File: src/rtl/regfile_ctrl_pkg.sv
// Shared types and constants for the register-file write-port controller.
package regfile_ctrl_pkg;

  localparam int unsigned NUM_REGS   = 32;
  localparam int unsigned LL_DAT_W   = 32;

  typedef logic [4:0] reg_idx_t;

  typedef struct packed {
    reg_idx_t              rd;
    logic [LL_DAT_W-1:0]   data;
  } ll_entry_t;

  function automatic logic is_x0(input reg_idx_t idx);
    return idx == '0;
  endfunction

endpackage

File: src/rtl/ll_result_fifo.sv
// Synchronous FIFO holding long-latency results until they win the write port.
module ll_result_fifo
  import regfile_ctrl_pkg::*;
#(
  parameter int unsigned Depth   = 2,
  parameter type         entry_t = ll_entry_t
) (
  input  logic   clk,
  input  logic   rst_n,
  input  logic   push,
  input  logic   pop,
  input  entry_t wdata,
  output logic   full,
  output logic   empty,
  output entry_t head
);

  localparam int unsigned PtrW = $clog2(Depth);

  entry_t           mem_q [Depth];
  logic [PtrW:0]    wr_ptr_q, wr_ptr_d;
  logic [PtrW:0]    rd_ptr_q, rd_ptr_d;
  logic             push_en, pop_en;

  // Extra pointer bit distinguishes full from empty when indices match.
  always_comb begin
    empty    = (wr_ptr_q == rd_ptr_q);
    full     = (wr_ptr_q[PtrW] != rd_ptr_q[PtrW]) &&
               (wr_ptr_q[PtrW-1:0] == rd_ptr_q[PtrW-1:0]);
    push_en  = push && !full;
    pop_en   = pop && !empty;
    wr_ptr_d = push_en ? wr_ptr_q + {{PtrW{1'b0}}, 1'b1} : wr_ptr_q;
    rd_ptr_d = pop_en  ? rd_ptr_q + {{PtrW{1'b0}}, 1'b1} : rd_ptr_q;
    head     = mem_q[rd_ptr_q[PtrW-1:0]];
  end

  always_ff @(posedge clk or negedge rst_n) begin
    if (!rst_n) begin
      wr_ptr_q <= '0;
      rd_ptr_q <= '0;
    end else begin
      wr_ptr_q <= wr_ptr_d;
      rd_ptr_q <= rd_ptr_d;
    end
  end

  always_ff @(posedge clk) begin
    if (push_en) begin
      mem_q[wr_ptr_q[PtrW-1:0]] <= wdata;
    end
  end

endmodule

File: src/rtl/regfile_write_ctrl.sv
// Shares the register-file write port between WB and a long-latency result queue,
// keeps a busy scoreboard for pending LL writes and throttles WB when the queue starves.
module regfile_write_ctrl
  import regfile_ctrl_pkg::*;
#(
  parameter int unsigned DAT_WIDTH    = 32,
  parameter int unsigned LL_DEPTH     = 2,
  parameter int unsigned STARVE_LIMIT = 4
) (
  input  logic                 clk,
  input  logic                 rst_n,
  input  logic                 wb_valid,
  input  logic [4:0]           wb_rd,
  input  logic [DAT_WIDTH-1:0] wb_data,
  input  logic                 ll_valid,
  output logic                 ll_ready,
  input  logic [4:0]           ll_rd,
  input  logic [DAT_WIDTH-1:0] ll_data,
  input  logic                 iss_valid,
  input  logic [4:0]           iss_rd,
  input  logic [4:0]           dec_rs1,
  input  logic [4:0]           dec_rs2,
  input  logic [4:0]           dec_rd,
  output logic                 hazard,
  output logic                 stall_req,
  output logic                 rf_we,
  output logic [4:0]           rf_rd,
  output logic [DAT_WIDTH-1:0] rf_wdata
);

  localparam int unsigned CntW = $clog2(STARVE_LIMIT + 1);

  typedef struct packed {
    reg_idx_t             rd;
    logic [DAT_WIDTH-1:0] data;
  } entry_t;

  entry_t                fifo_wdata, fifo_head;
  logic                  fifo_full, fifo_empty;
  logic                  push, pop;
  logic [NUM_REGS-1:0]   busy_q, busy_d;
  logic [CntW-1:0]       cnt_q, cnt_d;
  logic                  stall_q, stall_d;

  ll_result_fifo #(
    .Depth   (LL_DEPTH),
    .entry_t (entry_t)
  ) u_fifo (
    .clk   (clk),
    .rst_n (rst_n),
    .push  (push),
    .pop   (pop),
    .wdata (fifo_wdata),
    .full  (fifo_full),
    .empty (fifo_empty),
    .head  (fifo_head)
  );

  always_comb begin
    ll_ready        = rst_n && !fifo_full;
    push            = ll_valid && ll_ready;
    fifo_wdata.rd   = ll_rd;
    fifo_wdata.data = ll_data;
    pop             = !wb_valid && !fifo_empty;

    rf_we    = 1'b0;
    rf_rd    = '0;
    rf_wdata = '0;
    if (wb_valid) begin
      rf_we    = !is_x0(wb_rd);
      rf_rd    = wb_rd;
      rf_wdata = wb_data;
    end else if (!fifo_empty) begin
      rf_we    = !is_x0(fifo_head.rd);
      rf_rd    = fifo_head.rd;
      rf_wdata = fifo_head.data;
    end
  end

  // Set is applied after clear so a same-cycle issue to the retiring rd stays busy.
  always_comb begin
    busy_d = busy_q;
    if (pop) begin
      busy_d[fifo_head.rd] = 1'b0;
    end
    if (iss_valid && !is_x0(iss_rd)) begin
      busy_d[iss_rd] = 1'b1;
    end
    busy_d[0] = 1'b0;
  end

  assign hazard = busy_q[dec_rs1] | busy_q[dec_rs2] | busy_q[dec_rd];

  always_comb begin
    cnt_d   = cnt_q;
    stall_d = 1'b0;
    if (fifo_empty || pop) begin
      cnt_d = '0;
    end else begin
      if (cnt_q != CntW'(STARVE_LIMIT)) begin
        cnt_d = cnt_q + 1'b1;
      end
      stall_d = (cnt_q == CntW'(STARVE_LIMIT - 1));
    end
  end

  assign stall_req = stall_q;

  always_ff @(posedge clk or negedge rst_n) begin
    if (!rst_n) begin
      busy_q  <= '0;
      cnt_q   <= '0;
      stall_q <= 1'b0;
    end else begin
      busy_q  <= busy_d;
      cnt_q   <= cnt_d;
      stall_q <= stall_d;
    end
  end

endmodule
File: config.mk
export PLATFORM = sky130hd
export DESIGN_NAME = regfile_write_ctrl
export DESIGN_NICKNAME = d
export VERILOG_FILES = /design/src/rtl/regfile_ctrl_pkg.sv /design/src/rtl/ll_result_fifo.sv /design/src/rtl/regfile_write_ctrl.sv
export SDC_FILE = /design/constraint.sdc
export NUM_CORES = 1
export LEC_CHECK = 0
export ABC_AREA = 1
export CAP_MARGIN = 10
export CELL_PAD_IN_SITES_DETAIL_PLACEMENT = 0
export CELL_PAD_IN_SITES_GLOBAL_PLACEMENT = 1
export CORE_AREA = 8 8 117 145
export DETAILED_ROUTE_END_ITERATION = 10
export DIE_AREA = 0 0 125 153
export PLACE_DENSITY = 0.81
export SYNTH_ARGS = -nofsm -noshare
export SYNTH_HDL_FRONTEND = slang
export SYNTH_SLANG_ARGS = --single-unit
export TNS_END_PERCENT = 5
File: constraint.sdc
create_clock -name clk -period 6.17 [get_ports clk]
set_clock_uncertainty 0.1 [all_clocks]
set_input_delay 1.234 -clock clk [delete_from_list [all_inputs] [get_ports clk]]
set_output_delay 1.234 -clock clk [all_outputs]
set_load 0.03 [all_outputs]
After elaboration in Yosys (flattened, before gate mapping) --
Memories as Yosys holds them, arrays and structs flattened. Cells that the tools add are included.
Storage, ports and cells: register bits after elaboration 39, bits in latches 0, bits in writable memories 74, ROM bits 0, input bits 99, output and inout bits 41, memories 1
Cells by class: add/sub/neg operators 3, $mul 0, div/mod/pow operators 0, $lt $le $gt $ge 7, equal/unequal tests 5, shift-type cells 0, muxes and demuxes 23, bitwise logic cells 5, reduce and logical (&&, ||, !) cells 20
Memories:
- u_fifo.mem_q | depth 2, width 37, rd ports 1, clocked after Yosys merged registers in 0, write ports 1, RTL line ll_result_fifo.sv:20 | entry_t mem_q [Depth];
Operators with widths (count):
- $mux W32 | 4
- $and A32 B32 Y32 | 1
- $not A32 Y32 | 1
- $or A32 B32 Y32 | 1
- $lt A5 B6 Y1 const B | 5
- $bmux W1 S5 | 3
- $logic_not A5 Y1 | 3
- $demux W1 S5 | 2
- $ge A5 B1 Y1 const B | 2
- $mux W1 | 10
- $mux W5 | 2
- $logic_and A1 B1 Y1 | 9
- $logic_not A1 Y1 | 6
- $mux W3 | 2
- $add A2 B1 Y2 const B | 2
- $add A3 B1 Y3 const B | 1
- $eq A3 B2 Y1 const B | 1
- $ne A3 B3 Y1 const B | 1
- $eq A2 B2 Y1 | 1
- $or A1 B1 Y1 | 2
- $reduce_bool A2 Y1 | 1
- $eq A1 B1 Y1 | 1
- $logic_or A1 B1 Y1 | 1
- $ne A1 B1 Y1 | 1

Depth between registers and ports, before layout --
Gate-level depths: netlist (run 1). An unclocked memory read counts as a cell.
depth after elaboration 10, depth in mapped cells 11, mapped depth without buffers 9

By module --
From an unflattened synthesis (run 1), not the netlist that was laid out.
Unflattened totals: cells, all modules 681, area total of the unflattened synthesis 5888.1 µm²
Modules (own cells, without submodules):
- ll_result_fifo | times used 1, cells each 234, area an instance 2947.8 µm²
- regfile_write_ctrl | times used 1, cells each 447, area an instance 2940.3 µm²

Worst setup path after synthesis (run 1) --
Ideal clock, no wire load.
path kind input to register, from input rst_n, to memory u_fifo.mem_q[0][0] (netlist bit) (enable), library setup time 0.431 ns, data arrival time 3.615 ns, path slack 2.023 ns, stages on the path 3, buffers on the path 0, cell sequence a21boi_1 -> nand2_1 -> nor2_1
On the way: longest elaborated chain between the ends 5
RTL lines:
- start, declared | RTL line regfile_write_ctrl.sv:11 | input logic rst_n,
- $logic_and A1 B1 Y1 | RTL line regfile_write_ctrl.sv:60 | ll_ready = rst_n && !fifo_full;
- $logic_and A1 B1 Y1 | RTL line regfile_write_ctrl.sv:61 | push = ll_valid && ll_ready;
- $logic_and A1 B1 Y1 | RTL line ll_result_fifo.sv:30 | push_en = push && !full;
- $mux W1 | RTL line ll_result_fifo.sv:48 | if (push_en) begin
- $mux W1 (implied by the code) | RTL line ll_result_fifo.sv:49 | mem_q[wr_ptr_q[PtrW-1:0]] <= wdata;
- end, declared | RTL line ll_result_fifo.sv:20
Every way passes these cells.

Final worst setup path (run 1) --
from input dec_rs1[0], to output hazard
On the way: longest elaborated chain between the ends 4
RTL lines:
- start, declared | RTL line regfile_write_ctrl.sv:21 | input logic [4:0] dec_rs1,
- $bmux W1 S5 | RTL line regfile_write_ctrl.sv:92 | assign hazard = busy_q[dec_rs1] | busy_q[dec_rs2] | busy_q[dec_rd];
- $mux W1 (implied by the code) | RTL line regfile_write_ctrl.sv:92
- $or A1 B1 Y1 (2 in a row) | RTL line regfile_write_ctrl.sv:92
- end, declared | RTL line regfile_write_ctrl.sv:24 | output logic hazard,
Every way passes these cells. The select of a mux whose other input is x is not followed.

==> qor.yml, run 1 <==
status: "completed"
die_area_um2: 19100
vias: 5013
critPathMaxFanout: 17
overflow: 0
synthArstFlopShare: 0.345
hp-class: "register to register"
crit_end: "hazard"
grt.met1_usage: 0.201
r2r_start: "u_fifo.rd_ptr_q[0]"
core_region_area_um2: 14800
num-nets-final: 868
p_leak_nw: 3.23
cts_made_buffers: 17
ctsHtreeMaxLevel: 4
n_fill_cell: 1356
endpoint_kind: "output pin"
startpoint_type: "input pin"
worst_path_largest_cell_delay_ns: 0.69
synth.avg_cell_area_um2: 9.14
drtIter0Drc: 304
ys_ff_latch: 113
wl_per_cell_um: 18.4
worst_pin_slew_ns: 1.09
antenna_found_initial: 0
grt_use_met2: 0.317
r2r_cells: 4
r2r-end: "u_fifo.mem_q[0][34]"
grtUsageTotal: 0.185
final_util: 0.535
syn_area_um2: 5740
synthTopCellsByArea: "edfxtp_1 (39%), dfrtp_1 (17%), nand2_1 (10%)"
setup_viol: 0
grt_pass1_vias: 5105
ant_nets: 0
drc: 0
ioPinCount: 140
synth-warning-count: 0
fin_crit_sh: 0.819
start_util: 0.389
die_y_um: 153
grt_pass1_wl_um: 27600
grt.busiest_layer: "met2"
crit_family: "buffers and inverters"
routed_wirelength_um: 17600
ys_seq_area_frac: 0.557
setup_tns_ns: 0
netlist.top_cell.by_area: "edfxtp_1"
drt_pre_antenna_iters: 7
crit_start: "dec_rs1[0]"
rows: 50
fmax_mhz: 198
tritoncts: "yes"
port_buffers: 139
slew_headroom: 0.270
clock-root-buffer: "clkbuf_16"
cp.arrival_ns: 3.72
cp.depth: 11
drive_gt1_frac: 0.0706
powerDensity_nw_per_um2: 447
worstPathCellList: "clkdlybuf4s50_1, inv_1, nand2_1, nand3_1, nand3_1, nand2_1, nand2_1, nand3_1, nand2_1, nand3_1, clkdlybuf4s50_1"
period_needed_ns: 5.05
holdWs_ns: 0.388
diodes: 0
clk_latency_ns: 0.41
finalHoldViolations: 0
synth_nets: 730
regArea_um2: 3200
dp_hpwl_um: 13100
mostFrequentLayoutCell: "nand2_1"
syn_inst: 628
cap_viol_max_count: 0
synth_edf_count: 74
yosysTopAreaCellShare: 0.387
clockBufferDepth: 2
ys.flop_type: "edfxtp_1"
peakVddDrop_uv: 224
cts_resized: 0
grtUsageMet3: 0.0752
grt_max_degree: 41
critPathSlowestCell: "clkdlybuf4s50_1"
viasPerCell: 5.22
place.gp.congestion: 0.868
fp.dieW_um: 125
path_class: "input pin to output pin"
synth.distinct_cells: 31
clock-sinks: 113
reg2reg_slack_ns: 3.73
critPathBufInv: 3
slew_viol_final: 0
rsz0062_at_grt: "false"
cp.required_ns: 4.84
final_cell_mix: "nand2_1 (159), clkdlybuf4s50_1 (138), nand3_1 (89)"
multi_input_area_um2: 2240
area_growth_pct: 37.7
clkSlewWorstSetupHoldPaths_ns: 0.05
postCtsSetupBuffers: 0
ctsHoldBuffers: 0
-- routing by layer --
layer  wire length, µm  up-vias
met5                 0        -
met4               439        0
met3              1520       21
met2              8730      190
met1              6950     2371
li1                  -     2431
-- layout make-up --
cell class / instances / area share
Sequential cell: 113 / 0.405
Multi-Input combinational cell: 435 / 0.283
Timing Repair Buffer: 144 / 0.180
Clock buffer: 17 / 0.0538
Tap cell: 182 / 0.0288
Inverter: 55 / 0.0261
Clock inverter: 15 / 0.0233
-- flip-flops by register name, indices dropped and copies added, names as in the netlist --
name,flops
u_fifo.mem_q,74
busy_q,31
cnt_q,3
u_fifo.rd_ptr_q,2
u_fifo.wr_ptr_q,2
stall_req,1
-- power by group --
part / internal (mW) / switching (mW)
Clock: 0.639 / 0.355
Combinational: 0.490 / 0.805
Sequential: 1.03 / 0.218
-- worst min-delay path by stage --
stage                            start            endpoint  cells after the start
floorplan           u_fifo.wr_ptr_q[1]  u_fifo.wr_ptr_q[1]                      1
global placement    u_fifo.wr_ptr_q[1]  u_fifo.wr_ptr_q[1]                      1
detailed placement  u_fifo.rd_ptr_q[1]  u_fifo.rd_ptr_q[1]                      1
CTS                 u_fifo.rd_ptr_q[1]  u_fifo.rd_ptr_q[1]                      1
global route        u_fifo.wr_ptr_q[1]  u_fifo.wr_ptr_q[1]                      1
finish              u_fifo.rd_ptr_q[1]  u_fifo.rd_ptr_q[1]                      1
-- synth_stat cells, types with 2 or more instances --
| master | instances |
|---|---|
| o21ai_0 | 79 |
| xor2_1 | 4 |
| nand3_1 | 89 |
| edfxtp_1 | 74 |
| nor2_2 | 2 |
| o21ai_1 | 24 |
| dfrtp_1 | 39 |
| mux2i_1 | 32 |
| nand2_1 | 159 |
| ha_1 | 3 |
| xnor2_1 | 2 |
| a21oi_1 | 2 |
| inv_1 | 51 |
| buf_2 | 9 |
| or2_1 | 3 |
| o22ai_1 | 2 |
| o21ai_2 | 2 |
| inv_2 | 4 |
| nand2_2 | 5 |
| clkbuf_1 | 15 |
| nor2_1 | 18 |
-- metrics by stage --
step / setup WS, ns / instance area, µm² / power (mW) / std cells
finish: 1.12 / 7900 / 3.53 / 961
global placement: 1.18 / 7290 / 2.53 / 929
CTS: 1.14 / 7900 / 3.56 / 961
detailed placement: 1.14 / 7290 / 2.55 / 929
global route: 0.936 / 7900 / 3.72 / 961
floorplan: 2.02 / 5740 / 1.99 / 628
-- cell families (layout without fill, tap and decap cells) --
family | count (synthesis) | count (layout) | share of synthesized area
adders and majority gates | 3 | 3 | 0.00654
buffers and inverters | 80 | 231 | 0.0556
AOI/OAI and AO/OA | 112 | 112 | 0.100
DFF | 113 | 113 | 0.557
xor gates and xnor gates | 6 | 6 | 0.00915
and+or+nand+nor | 281 | 281 | 0.211
muxes | 33 | 33 | 0.0597
No activity file was read; power rests on OpenSTA's default activity.
==> run 2: changes to the inputs <==
CORE_AREA = 8 8 126 157   (was 8 8 117 145)
DIE_AREA = 0 0 134 165   (was 0 0 125 153)
PLACE_DENSITY = 0.73   (was 0.81)
clock period = 4.1 ns   (was 6.17 ns; I/O delays follow)
==> qor.yml, run 2 (synthesis gave the netlist of run 1 again) <==
status: "completed"
ctsHoldBuffers: 0
place.gp.congestion: 0.922
num-nets-final: 872
startpoint_type: "register"
peakVddDrop_uv: 369
netSwitchingPower_mw: 2.10
tritoncts: "yes"
critPathMaxFanout: 18
fin_area_um2: 7910
ctsHtreeMaxLevel: 4
drc: 0
die_area_um2: 22100
cap_viol_max_count: 0
postCtsSetupBuffers: 0
wl_per_cell_um: 17.6
die_y_um: 165
r2r_cells: 5
routed_wirelength_um: 17800
overflow: 0
p_leak_nw: 3.30
drtIter0Drc: 265
internal_power_mw: 3.16
p_comb_frac: 0.362
r2r_start: "u_fifo.rd_ptr_q[0]"
grt_pass1_vias: 5299
finalHoldViolations: 0
cts_resized: 0
ioPinCount: 140
dp_hpwl_um: 13300
fp.dieW_um: 134
area_growth_pct: 37.7
rsz0062_at_grt: "false"
dpl_cell_area_um2: 7310
cts_made_buffers: 17
slew_viol_final: 0
setup_viol: 0
diodes: 0
clock-sinks: 113
r2r-end: "u_fifo.mem_q[1][22]"
clk_latency_ns: 0.41
fmax_mhz: 269
final_cell_mix: "nand2_1 (159), clkdlybuf4s50_1 (102), nand3_1 (89)"
grtUsageTotal: 0.164
worst_pin_slew_ns: 0.539
cp.required_ns: 3.18
clkSlewWorstSetupHoldPaths_ns: 0.06
period_needed_ns: 3.72
rows: 54
largest_reg_flops: 74
port_buffers: 139
grt_pass1_wl_um: 27600
start_util: 0.333
pwr-share-seq: 0.359
clock-root-buffer: "clkbuf_16"
core_region_area_um2: 17200
hp-class: "input pin to asynchronous set/reset pin"
ant_nets: 0
powerDensity_nw_per_um2: 666
grt_max_degree: 40
path_class: "register to output pin"
p_clk_frac: 0.279
fin_crit_sh: 0.907
mostFrequentLayoutCell: "nand2_1"
cp.arrival_ns: 2.80
clockBufferDepth: 2
reg2reg_slack_ns: 1.80
antenna_found_initial: 0
endpoint_kind: "output pin"
viasPerCell: 4.95
drive_gt1_frac: 0.123
switching_share: 0.399
final_util: 0.459
n_fill_cell: 1682
setup_tns_ns: 0
drt_pre_antenna_iters: 4
slew_headroom: 0.641
vias: 4988
power_mw: 5.26
run 2: how the worst max path moves through the flow:
stage | startpoint | end | slack, ns | depth (start not counted)
after global routing | u_fifo.rd_ptr_q[0] | rf_we | 0.19 | 9
after floorplan | rst_n | u_fifo.mem_q[0][0] | 0.37 | 3
after detailed placement | wb_valid | rf_we | 0.55 | 7
after CTS | u_fifo.rd_ptr_q[0] | rf_we | 0.35 | 9
final | u_fifo.rd_ptr_q[0] | rf_we | 0.38 | 9
after global placement | wb_valid | rf_we | 0.53 | 7
run 2: area by class of cell:
cell class / instances / area, µm² / area share
repair buffers: 148 / 1390 / 0.176
multi-input cells: 435 / 2240 / 0.283
inverters: 55 / 206 / 0.0261
well taps: 224 / 280 / 0.0354
clock buffers: 17 / 425 / 0.0538
clock inverters: 15 / 170 / 0.0215
flip-flops and latches: 113 / 3200 / 0.405
run 2: layer usage:
layer	vias up	wire length [µm]	global-route usage
li1	2445	-	-
met1	2325	7200	0.178
met2	184	8620	0.280
met3	34	1250	0.0523
met4	0	684	0.0936
met5	-	0	0
run 2: stage by stage:
stage | hold WS, ns | instances | worst slack, ns
after floorplan | 0.362 | 628 | 0.367
after global placement | 0.375 | 975 | 0.526
after detailed placement | 0.376 | 975 | 0.551
after CTS | 0.381 | 1007 | 0.348
after global routing | 0.394 | 1007 | 0.191
final | 0.374 | 1007 | 0.383
run 2: worst max-delay path, cell delays in order (launching register included):
cell and delay [ns]:
dfrtp_2 0.70, inv_2 0.09, or2_1 0.22, o21ai_1 0.21
inv_2 0.12, nor2_4 0.12, nand2_2 0.09, o21ai_1 0.14
o21ai_1 0.08, clkdlybuf4s50_1 0.60
run 2: power by group through the flow:
| stage | sequential, mW | combinational [mW] | clock [mW] |
|---|---|---|---|
| 3_3_place_gp | 1.91 | 1.90 | 0 |
| 5_1_grt | 1.92 | 2.10 | 1.54 |
| 3_5_place_dp | 1.91 | 1.92 | 0 |
| 2_1_floorplan | 1.71 | 1.29 | 0 |
| 4_1_cts | 1.89 | 1.93 | 1.49 |
| 6_report | 1.89 | 1.91 | 1.47 |
==> run 3: changes to the inputs <==
ABC_AREA = 0   (was 1)
CORE_AREA = 10 10 125 155   (was 8 8 126 157)
DIE_AREA = 0 0 135 165   (was 0 0 134 165)
PLACE_DENSITY = 0.72   (was 0.73)
clock period = 3 ns   (was 4.1 ns; I/O delays follow)
==> qor.yml, run 3 <==
cap_viol_max_count: 0
synth_edf_count: 74
clock-root-buffer: "clkbuf_16"
drt_pre_antenna_iters: 4
post-synth-top-count-cell: "o21ai_0"
synthArstFlopShare: 0.345
cp.required_ns: 2.30
setup_viol: 0
num-nets-final: 738
critPathMaxFanout: 4
grt_pass1_wl_um: 26700
ys_seq_area_frac: 0.568
endpoint_kind: "output pin"
worst_pin_slew_ns: 0.630
final_cell_mix: "o21ai_0 (100), clkdlybuf4s50_1 (89), edfxtp_1 (74)"
die_area_um2: 22300
ys_ff_latch: 113
netlist.top_cell.by_area: "edfxtp_1"
fin_cells: 864
syn_inst: 470
ys.flop_type: "edfxtp_1"
synthTopCellsByArea: "edfxtp_1 (39%), dfrtp_1 (17%), o21ai_0 (9.0%)"
peakVddDrop_uv: 448
path_class: "input pin to output pin"
finalHoldViolations: 0
powerDensity_nw_per_um2: 895
place.gp.congestion: 0.987
rows: 52
yosysTopAreaCellShare: 0.395
grt_max_degree: 42
drtIter0Drc: 179
fmax_mhz: 341
synth.avg_cell_area_um2: 12.0
dp_cells: 829
synth.distinct_cells: 47
grt_pass1_vias: 4803
cp.arrival_ns: 2.23
ctsHtreeMaxLevel: 4
period_needed_ns: 2.93
fin_crit_sh: 0.977
die_y_um: 165
antenna_found_initial: 0
p_leak_nw: 3.13
cts_made_buffers: 17
clockBufferDepth: 2
diodes: 0
overflow: 0
syn_area_um2: 5630
fp.dieW_um: 135
ioPinCount: 140
hp-class: "input pin to asynchronous set/reset pin"
grtUsageTotal: 0.154
clk_latency_ns: 0.41
r2r_start: "u_fifo.rd_ptr_q[0]"
ys_top_cells_by_count: "o21ai_0 (101), edfxtp_1 (74), nand2_1 (58)"
ctsHoldBuffers: 0
tritoncts: "yes"
mostFrequentLayoutCell: "o21ai_0"
viasPerCell: 5.22
routed_wirelength_um: 17100
synth-warning-count: 0
clkSlewWorstSetupHoldPaths_ns: 0.06
startpoint_type: "input pin"
power_mw: 7.25
slew_viol_final: 0
start_util: 0.348
status: "completed"
crit_start: "dec_rd[3]"
clock-sinks: 113
area_growth_pct: 43.8
drive_gt1_frac: 0.208
wl_per_cell_um: 19.8
core_region_area_um2: 16200
rsz0062_at_grt: "true"
final_util: 0.500
ant_nets: 0
vias: 4513
dp_hpwl_um: 13200
largest_reg_flops: 74
drc: 0
port_buffers: 139
synth_nets: 572
slew_headroom: 0.577
[run 3: cell types whose count changed in the layout (fill, tap and decap cells not counted), moves of 21 or more]
cell / previous run / this run
inv_1: 51 / 15
nand2_1: 159 / 58
nand3_1: 89 / 9
o21ai_0: 79 / 100
o21ai_1: 24 / 2
[run 3: path summary, 6_finish.rpt]
check,cells after the start,slack (ns),endpoint
setup reg to reg,5,0.86,busy_q[14]
hold reg to reg,1,0.39,u_fifo.rd_ptr_q[1]
min in group clk,1,0.39,u_fifo.rd_ptr_q[1]
setup / recovery,6,0.07,hazard
hold / removal,2,0.24,busy_q[24]
max in group asynchronous,2,2.18,u_fifo.rd_ptr_q[0]
[run 3: cells by family after synthesis]
group | share of synthesized area
flip-flops | 0.568
XOR/XNOR | 0.0109
AND/OR/NAND/NOR | 0.0944
AO/OA/AOI/OAI | 0.136
buffers and inverters | 0.0304
multiplexers | 0.154
adder cells (fa/ha/maj) | 0.00667
[run 3: per-stage QoR]
| stage | worst slack (ns) | area, µm² | setup TNS [ns] | hold WS, ns |
|---|---|---|---|---|
| global route | -0.0713 | 8100 | -0.0713 | 0.247 |
| detailed placement | -0.348 | 7410 | -0.348 | 0.382 |
| global placement | -0.370 | 7410 | -0.370 | 0.378 |
| CTS | 0.0109 | 8050 | 0 | 0.240 |
| finish | 0.0700 | 8100 | 0 | 0.235 |
| floorplan | -0.0650 | 5640 | -2.40 | 0.204 |
[run 3: layout make-up]
class / instances / area, µm²
clock inverters: 12 / 143
multi-input cells: 317 / 2350
flip-flops and latches: 113 / 3200
well taps: 216 / 270
fillers: 1469 / 8100
repair buffers: 171 / 1640
inverters: 16 / 60.1
clock buffers: 19 / 433
[run 3: critical path: stages]
cell	delay, ns
clkdlybuf4s50_1	0.55
a2111oi_2	0.40
nor4b_1	0.13
a211oi_2	0.23
nand4_1	0.14
buf_6	0.17
[run 3: per-layer routing]
layer | wire (µm) | share of wire | global-route usage
met1 | 6990 | 0.41 | 0.176
met2 | 8550 | 0.50 | 0.257
met3 | 1210 | 0.071 | 0.0553
met4 | 374 | 0.022 | 0.0637
met5 | 0 | 0 | 0
[run 3: where the power goes]
group	total [mW]	switching (mW)	internal, mW
Combinational	2.74	1.50	1.25
Sequential	2.55	0.428	2.12
Clock	1.96	0.676	1.29
[run 3: timing repair]
item                                    CTS  global route
pin swaps                                 4             2
resized for setup                        26            19
setup buffers                             2             1
gates cloned                              1             0
endpoints found under the setup margin    1             2
